[src/rtl/mem_bus_ctrl.sv]
// mem_bus_ctrl: routes CPU memory requests either to external word memory
// (req/ack handshake with timeout) or to the on-chip IO register block.
module mem_bus_ctrl #(
  parameter logic [31:0] IO_BASE = 32'hFFFF_0000,
  parameter int unsigned TIMEOUT = 16,
  parameter int unsigned LED_W   = 8
) (
  input  logic             iClk,
  input  logic             iRst,
  input  logic [31:0]      iCpuAddr,
  input  logic [31:0]      iCpuWData,
  input  logic             iCpuRead,
  input  logic             iCpuWrite,
  output logic [31:0]      oCpuRData,
  output logic             oCpuStall,
  output logic [31:0]      oExtAddr,
  output logic [31:0]      oExtWData,
  output logic             oExtWe,
  output logic             oExtReq,
  input  logic             iExtAck,
  input  logic [31:0]      iExtRData,
  output logic [LED_W-1:0] oLed
);

  localparam logic [1:0] S_IDLE = 2'd0;
  localparam logic [1:0] S_REQ  = 2'd1;
  localparam logic [1:0] S_DONE = 2'd2;

  localparam int unsigned   WAIT_W       = 8;
  localparam logic [WAIT_W-1:0] WAIT_LAST = WAIT_W'(TIMEOUT - 1);
  localparam logic [31:0]   TIMEOUT_DATA = 32'hDEAD_BEEF;
  localparam logic [31:0]   OFF_LED      = 32'd0;
  localparam logic [31:0]   OFF_CYCLE    = 32'd4;
  localparam logic [31:0]   OFF_ERR      = 32'd8;

  logic [1:0]        state_q, state_d;
  logic              ext_req_q, ext_req_d;
  logic              ext_we_q, ext_we_d;
  logic [31:0]       ext_addr_q, ext_addr_d;
  logic [31:0]       ext_wdata_q, ext_wdata_d;
  logic [31:0]       rdata_q, rdata_d;
  logic [WAIT_W-1:0] wait_q, wait_d;
  logic [LED_W-1:0]  led_q, led_d;
  logic [31:0]       cycle_q, cycle_d;
  logic [1:0]        err_q, err_d;

  logic        cpu_acc, misal, is_io, io_wr, io_rd, ext_start;
  logic [31:0] io_off, io_rdata_c, rdata_c;
  logic        stall_c;

  // Request decode; only meaningful while idle, the other states own the bus.
  always_comb begin
    cpu_acc   = iCpuRead | iCpuWrite;
    misal     = cpu_acc & (iCpuAddr[1:0] != 2'b00);
    is_io     = iCpuAddr >= IO_BASE;
    io_off    = iCpuAddr - IO_BASE;
    io_wr     = (state_q == S_IDLE) & cpu_acc & ~misal & is_io & iCpuWrite;
    io_rd     = (state_q == S_IDLE) & cpu_acc & ~misal & is_io & iCpuRead & ~iCpuWrite;
    ext_start = (state_q == S_IDLE) & cpu_acc & ~misal & ~is_io;
  end

  // IO register read mux.
  always_comb begin
    io_rdata_c = 32'h0;
    if (io_off == OFF_LED) begin
      io_rdata_c = 32'(led_q);
    end else if (io_off == OFF_CYCLE) begin
      io_rdata_c = cycle_q;
    end else if (io_off == OFF_ERR) begin
      io_rdata_c = {30'h0, err_q};
    end
  end

  // Next-state, register updates and combinational CPU-side outputs.
  always_comb begin
    state_d     = state_q;
    ext_req_d   = ext_req_q;
    ext_we_d    = ext_we_q;
    ext_addr_d  = ext_addr_q;
    ext_wdata_d = ext_wdata_q;
    rdata_d     = rdata_q;
    wait_d      = wait_q;
    led_d       = led_q;
    cycle_d     = cycle_q + 32'd1;
    err_d       = err_q;
    stall_c     = 1'b0;
    rdata_c     = 32'h0;

    case (state_q)
      S_IDLE: begin
        if (io_wr && io_off == OFF_LED) begin
          led_d = iCpuWData[LED_W-1:0];
        end
        if (io_wr && io_off == OFF_CYCLE) begin
          cycle_d = iCpuWData;
        end
        if (io_wr && io_off == OFF_ERR) begin
          err_d = err_q & ~iCpuWData[1:0];
        end
        if (misal) begin
          err_d[1] = 1'b1;
        end
        if (io_rd) begin
          rdata_c = io_rdata_c;
        end
        if (ext_start) begin
          stall_c     = 1'b1;
          ext_req_d   = 1'b1;
          ext_we_d    = iCpuWrite;
          ext_addr_d  = iCpuAddr;
          ext_wdata_d = iCpuWData;
          wait_d      = '0;
          state_d     = S_REQ;
        end
      end
      S_REQ: begin
        stall_c = 1'b1;
        wait_d  = wait_q + WAIT_W'(1);
        if (iExtAck) begin
          rdata_d   = ext_we_q ? 32'h0 : iExtRData;
          ext_req_d = 1'b0;
          ext_we_d  = 1'b0;
          state_d   = S_DONE;
        end else if (wait_q == WAIT_LAST) begin
          rdata_d   = ext_we_q ? 32'h0 : TIMEOUT_DATA;
          err_d[0]  = 1'b1;
          ext_req_d = 1'b0;
          ext_we_d  = 1'b0;
          state_d   = S_DONE;
        end
      end
      S_DONE: begin
        rdata_c = rdata_q;
        state_d = S_IDLE;
      end
      default: begin
        state_d = S_IDLE;
      end
    endcase
  end

  // State and register bank; reset aborts any outstanding external access.
  always_ff @(posedge iClk or posedge iRst) begin
    if (iRst) begin
      state_q     <= S_IDLE;
      ext_req_q   <= 1'b0;
      ext_we_q    <= 1'b0;
      ext_addr_q  <= 32'h0;
      ext_wdata_q <= 32'h0;
      rdata_q     <= 32'h0;
      wait_q      <= '0;
      led_q       <= '0;
      cycle_q     <= 32'h0;
      err_q       <= 2'b00;
    end else begin
      state_q     <= state_d;
      ext_req_q   <= ext_req_d;
      ext_we_q    <= ext_we_d;
      ext_addr_q  <= ext_addr_d;
      ext_wdata_q <= ext_wdata_d;
      rdata_q     <= rdata_d;
      wait_q      <= wait_d;
      led_q       <= led_d;
      cycle_q     <= cycle_d;
      err_q       <= err_d;
    end
  end

  assign oCpuStall = stall_c & ~iRst;
  assign oCpuRData = rdata_c;
  assign oExtReq   = ext_req_q;
  assign oExtWe    = ext_we_q;
  assign oExtAddr  = ext_addr_q;
  assign oExtWData = ext_wdata_q;
  assign oLed      = led_q;

endmodule

[config.mk]
export PLATFORM = sky130hd
export DESIGN_NAME = mem_bus_ctrl
export DESIGN_NICKNAME = d
export VERILOG_FILES = /design/src/rtl/mem_bus_ctrl.sv
export SDC_FILE = /design/constraint.sdc
export NUM_CORES = 1
export LEC_CHECK = 0
export ABC_AREA = 1
export CAP_MARGIN = 20
export CORE_ASPECT_RATIO = 2
export CORE_MARGIN = 3
export CORE_UTILIZATION = 44
export CTS_CLUSTER_SIZE = 25
export DETAILED_ROUTE_END_ITERATION = 10
export GPL_TIMING_DRIVEN = 0
export PLACE_DENSITY = 0.77
export SLEW_MARGIN = 10
export SYNTH_ARGS = -nofsm -noshare
export SYNTH_HDL_FRONTEND = slang
export SYNTH_SLANG_ARGS = --single-unit
export TNS_END_PERCENT = 100
[constraint.sdc]
create_clock -name iClk -period 4.9 [get_ports iClk]
set_input_delay 0.98 -clock iClk [delete_from_list [all_inputs] [get_ports iClk]]
set_output_delay 0.98 -clock iClk [all_outputs]
set_load 0.02 [all_outputs]
==> flow_metrics.py, run 1 <==
metrics = {
    "min_path": {
        "hold_path_depth": 2,
        "hold_path_class": "reg2reg",
        "hold_start": "oExtAddr[20]",
        "holdPathEnd": "oExtAddr[20]",
    },
    "pwr": {
        "p_leak_nw": 4.92,
        "ir_drop_mv": 0.248,
        "power-per-cell-area_nw_per_um2": 376,
    },
    "cells_and_area": {
        "drive_gt1_share_pct": 7.80,
        "syn_to_final_growth_pct": 39.4,
        "antennaDiodeCount": 0,
        "fin_nets": 1308,
        "fillerInstances": 1454,
        "stdcell_count": 1425,
    },
    "critical_path": {
        "critical_path_buf_inv_count": 4,
        "critPathSlowestCell": "clkdlybuf4s50_1",
        "crit_required_ns": 3.92,
        "start_kind": "primary input",
        "r2r_start": "wait_q[0]",
        "critPathMaxFanout": 10,
        "end_kind": "primary output",
        "startpoint": "iCpuAddr[31]",
        "timing.rr.end": "rdata_q[20]",
        "crit_top_cell": "clkdlybuf4s50_1",
        "max_stage_delay_ns": 0.69,
        "crit_chain": "clkdlybuf4s50_1 > inv_1 > nor3_1 > nand3_2 > nor3_4 > buf_2 > nand4_1 > o21ai_0 > clkdlybuf4s50_1",
        "critPathKind": "in2out",
        "r2r_slack_ns": 2.83,
        "arrival_ns": 3.60,
        "ff2ff_path_depth": 7,
        "cpLargestDelayFamily": "buffers and inverters",
    },
    "detailed_routing": {
        "routed.top_layer": "met4",
        "drt-total-wl_um": 25000,
        "drc": 0,
        "dr.pass1.iters": 5,
        "wl_met1_um": 9320,
        "vias": 7400,
        "drt_iter0_drc": 410,
        "wl_per_cell_um": 17.6,
        "wl_met2_um": 13100,
        "viasPerCell": 5.19,
        "dr_wl_met3_um": 1130,
        "ant_nets": 0,
    },
    "placed_design": {
        "portBuffers": 207,
        "place.gp.congestion": 0.935,
        "post-place-cells": 1393,
        "post-dp-hpwl_um": 19700,
        "pre_cts_ws_ns": 0.330,
    },
    "floorplan": {
        "core-area_um2": 16900,
        "initial_core_util_pct": 45.4,
        "top_level_ports": 208,
        "fp.dieH_um": 193,
        "dieArea_um2": 19200,
        "die_x_um": 99.5,
        "std_cell_rows": 67,
    },
    "sta": {
        "setup_violations": 0,
        "finalHoldViolations": 0,
        "slew_headroom_pct": 53.2,
        "drv_slew": 0,
        "skew_ns": 0.00961,
        "setup_ws_ns": 0.325,
        "timing.final.crit_share_pct": 93.4,
        "finalSetupTns_ns": 0,
        "fmaxAchievable_mhz": 219,
        "fin_crit_ns": 4.58,
        "tightest_slew_ns": 0.700,
        "rsz0062_at_grt": "false",
    },
    "synthesis": {
        "yosys_register_bits": 150,
        "yosys_warnings": 0,
        "yosysUniqueCellTypes": 36,
        "syn_avg_cell_area_um2": 7.89,
        "synth_nets": 1078,
        "yosysSeqAreaShare_pct": 48.8,
        "synth_cells": 975,
        "synthesis.area_um2": 7700,
    },
    "clocking": {
        "cts.htree.levels": 4,
        "cts_post_setup_buffers_inserted": 0,
        "cts_resized": 0,
        "cts_tree": "yes",
        "clockRootBuffer": "clkbuf_16",
        "hold_buffers": 0,
        "cts_buffers": 17,
        "clkSinkCount": 150,
        "cts.reportedPaths.clkPinSlew_ns": 0.06,
        "clock_latency_ns": 0.42,
        "max-clock-path-buffers": 2,
    },
    "global_routing": {
        "grt_pass1_vias": 7581,
        "antenna_found_initial": 0,
        "grt_max_degree": 39,
        "grtUsageTotal_pct": 26.6,
        "grt_pass1_wl_um": 39600,
        "grt_overflow_total": 0,
    },
    "run_status": {
        "status": "finished, final reports clean",
    },
    "flow_run": {
        "max_cap_violations": 0,
    },
}
sequential cells by signal (all words and copies together) (netlist names):
register / count
cycle_q: 32
err_q: 2
oExtAddr: 32
oExtReq: 1
oExtWData: 32
oExtWe: 1
oLed: 8
rdata_q: 32
state_q: 2
wait_q: 8
final cells by class:
type / count / area (um2) / area share [%]
flip-flops and latches: 150 / 3750 / 35.0
multi-input cells: 649 / 3180 / 29.6
repair buffers: 211 / 2160 / 20.1
inverters: 134 / 507 / 4.72
clock buffers: 19 / 443 / 4.13
plain buffers: 42 / 260 / 2.43
well taps: 207 / 259 / 2.41
clock inverters: 13 / 170 / 1.59
report_power, final:
part           switching (mW)  internal, mW
Sequential              0.129          1.50
Combinational           0.580         0.466
Clock                   0.546         0.821
Total                    1.26          2.78
worst max path at each step:
stage	to	slack, ns	cells after the start
2_1_floorplan	oCpuRData[18]	1.62	8
3_3_place_gp	oCpuRData[10]	0.35	12
3_5_place_dp	oCpuRData[10]	0.33	12
4_1_cts	oCpuRData[10]	0.31	12
5_1_grt	oCpuRData[25]	0.15	11
6_report	oCpuRData[9]	0.32	9
cell families (layout without fill, tap and decap cells):
family	count (synthesis)	count (layout)	share of synthesized area (%)
compound gates	170	170	12.3
simple gates	455	455	26.1
buf+inv	176	419	9.92
xor+xnor	22	22	2.50
fa+ha+maj	2	2	0.325
flops	150	150	48.8
routing by layer:
layer  vias up  track usage [%]
li1       3583                -
met1      3469             30.0
met2       270             47.0
met3        78             4.29
met4         0             15.1
met5         -                0
Yosys cell counts, drive strengths merged:
| master | instances | area [um2] |
|---|---|---|
| nand2 | 294 | 1120 |
| o21ai | 132 | 687 |
| nand4 | 34 | 213 |
| inv | 134 | 503 |
| o32ai | 1 | 8.76 |
| a21oi | 10 | 53.8 |
| or2 | 3 | 21.3 |
| nor2 | 62 | 292 |
| buf | 29 | 211 |
| nand3b | 4 | 30.0 |
| nand3 | 39 | 218 |
| nor3b | 1 | 7.51 |
| o22ai | 2 | 12.5 |
| dfrtp | 150 | 3750 |
| o211ai | 24 | 180 |
| xor2 | 15 | 131 |
| xnor2 | 7 | 61.3 |
| clkbuf | 13 | 48.8 |
| nor3 | 18 | 113 |
| o21bai | 1 | 7.51 |
| ha | 2 | 25.0 |
worst reg2reg max path, stage by stage (launching register included):
cell      delay, ns
dfrtp_1        0.40
ha_1           0.18
nand2_1        0.08
nor2_1         0.18
nand4_1        0.20
a21oi_2        0.32
clkbuf_1       0.41
o21ai_0        0.17
cell usage in the layout (no fill, tap or decap), types with 4 or more instances in the layout:
cell,instances
inv_1,127
clkinvlp_4,4
o21ai_1,24
nor2_1,54
nand2_1,292
xor2_1,15
inv_2,6
nand3_1,36
clkbuf_1,14
clkbuf_16,17
nor3_1,16
clkdlybuf4s50_1,207
xnor2_1,7
nor2_4,5
buf_4,5
o211ai_1,24
nand4_1,34
o21ai_0,101
buf_2,13
dfrtp_1,150
a21oi_1,9
buf_6,9
o21ai_2,7
nand3b_1,4
per-stage QoR:
stage	util (%)	cell area, um2	power [mW]	hold WS (ns)
floorplan	-	7700	2.14	0.463
global placement	59.2	10000	2.66	0.461
detailed placement	59.8	10100	2.69	0.464
CTS	63.4	10700	4.07	0.483
global route	63.4	10700	4.24	0.498
finish	63.4	10700	4.04	0.478
Note: power is estimated with default switching activity, not from simulation.
==> run 2, diff against run 1 <==
Settings changed: MAX_ROUTING_LAYER from default to met4.
==> flow_metrics.py, run 2 (synthesis results as in run 1) <==
metrics = {
    "critical_path": {
        "crit_required_ns": 3.92,
        "critPathMaxFanout": 10,
        "critPathSlowestCell": "clkdlybuf4s50_1",
        "end_kind": "primary output",
        "r2r_slack_ns": 2.82,
        "r2r_start": "wait_q[0]",
        "crit_chain": "clkdlybuf4s50_1 > inv_1 > nor3_1 > nand3_2 > nor3_4 > buf_2 > nand4_1 > o21ai_0 > clkdlybuf4s50_1",
        "timing.rr.end": "rdata_q[13]",
        "ff2ff_path_depth": 9,
        "cpLargestDelayFamily": "buffers and inverters",
        "critPathKind": "in2out",
        "arrival_ns": 3.66,
        "max_stage_delay_ns": 0.68,
        "crit_top_cell": "clkdlybuf4s50_1",
        "start_kind": "primary input",
        "startpoint": "iCpuAddr[31]",
        "critical_path_buf_inv_count": 4,
    },
    "clocking": {
        "cts.reportedPaths.clkPinSlew_ns": 0.06,
        "max-clock-path-buffers": 2,
        "hold_buffers": 0,
        "cts_post_setup_buffers_inserted": 0,
        "clock_latency_ns": 0.43,
        "clkSinkCount": 150,
        "clockRootBuffer": "clkbuf_16",
        "cts.htree.levels": 4,
        "cts_tree": "yes",
        "cts_resized": 0,
        "cts_buffers": 17,
    },
    "sta": {
        "fin_crit_ns": 4.64,
        "hold_ws_ns": 0.475,
        "finalSetupTns_ns": 0,
        "timing.final.crit_share_pct": 94.7,
        "finalHoldViolations": 0,
        "setup_ws_ns": 0.259,
        "skew_ns": 0.00968,
        "tightest_slew_ns": 0.630,
        "fmaxAchievable_mhz": 215,
        "slew_headroom_pct": 57.7,
        "drv_slew": 0,
        "setup_violations": 0,
        "rsz0062_at_grt": "false",
    },
    "global_routing": {
        "grt_pass1_wl_um": 39800,
        "grt_overflow_total": 0,
        "grt_max_degree": 38,
        "antenna_found_initial": 0,
        "grtUsageTotal_pct": 27.7,
        "grt_pass1_vias": 7616,
    },
    "cells_and_area": {
        "final_util_pct": 63.5,
        "design_area_um2": 10800,
        "fin_nets": 1309,
        "final_common_cell": "nand2_1",
        "drive_gt1_share_pct": 7.96,
        "stdcell_count": 1427,
        "mostFrequentLayoutCells": "nand2_1 (292), clkdlybuf4s50_1 (207), dfrtp_1 (150)",
        "syn_to_final_growth_pct": 39.8,
        "fillerInstances": 1460,
    },
    "placed_design": {
        "placed_cell_area_um2": 10100,
        "place.gp.congestion": 0.933,
        "post-place-cells": 1394,
        "pre_cts_ws_ns": 0.316,
        "post-dp-hpwl_um": 20100,
        "portBuffers": 207,
    },
    "detailed_routing": {
        "dr.pass1.iters": 5,
        "wl_per_cell_um": 17.6,
        "drt-total-wl_um": 25200,
        "vias": 7355,
        "viasPerCell": 5.15,
        "drt_iter0_drc": 418,
        "drc": 0,
        "ant_nets": 0,
    },
    "floorplan": {
        "die_x_um": 99.5,
        "initial_core_util_pct": 45.4,
        "top_level_ports": 208,
        "fp.dieH_um": 193,
        "std_cell_rows": 67,
        "core-area_um2": 16900,
        "dieArea_um2": 19200,
    },
    "min_path": {
        "hold_path_class": "reg2reg",
        "hold_path_depth": 2,
        "hold_start": "oExtAddr[20]",
        "holdPathEnd": "oExtAddr[20]",
    },
    "pwr": {
        "ir_drop_mv": 0.228,
        "p_leak_nw": 4.93,
        "total_power_mw": 4.04,
        "power-per-cell-area_nw_per_um2": 375,
    },
    "flow_run": {
        "max_cap_violations": 0,
    },
    "run_status": {
        "status": "finished, final reports clean",
    },
}
run 2: power breakdown:
group	switching [mW]	leakage [nW]	total [mW]	internal [mW]
registers	0.130	1.82	1.63	1.50
logic	0.581	2.82	1.05	0.468
clock network	0.545	0.285	1.36	0.818
run 2: cell type report:
type | count | area, um2 | area share (%)
Antenna cell | 1 | 2.50 | 0.0233
Buffer | 42 | 260 | 2.42
Multi-Input combinational cell | 649 | 3180 | 29.6
Clock inverter | 14 | 176 | 1.64
Tap cell | 207 | 259 | 2.41
Clock buffer | 18 | 439 | 4.08
Sequential cell | 150 | 3750 | 34.9
Timing Repair Buffer | 212 | 2180 | 20.3
Inverter | 134 | 507 | 4.71
run 2: worst min-delay path: cells and delay by family (launching register included):
kind	cells	cell delay [ns]
flip-flops	1	0.34
AND/OR/NAND/NOR	2	0.10
run 2: worst max path at each step:
stage               endpoint  slack [ns]  depth (start not counted)
4_1_cts         oCpuRData[9]        0.29                          9
5_1_grt        oCpuRData[24]        0.15                         12
3_5_place_dp    oCpuRData[9]        0.32                          9
2_1_floorplan  oCpuRData[18]        1.62                          8
6_report        oCpuRData[9]        0.26                          9
3_3_place_gp   oCpuRData[10]        0.34                         12
run 2: metal layers:
metal / vias up / track usage (%) / routed length [um]
li1: 3581 / - / -
met1: 3433 / 30.5 / 9390
met2: 256 / 48.2 / 13400
met3: 85 / 3.42 / 944
met4: 0 / 15.0 / 1390
met5: - / - / 0
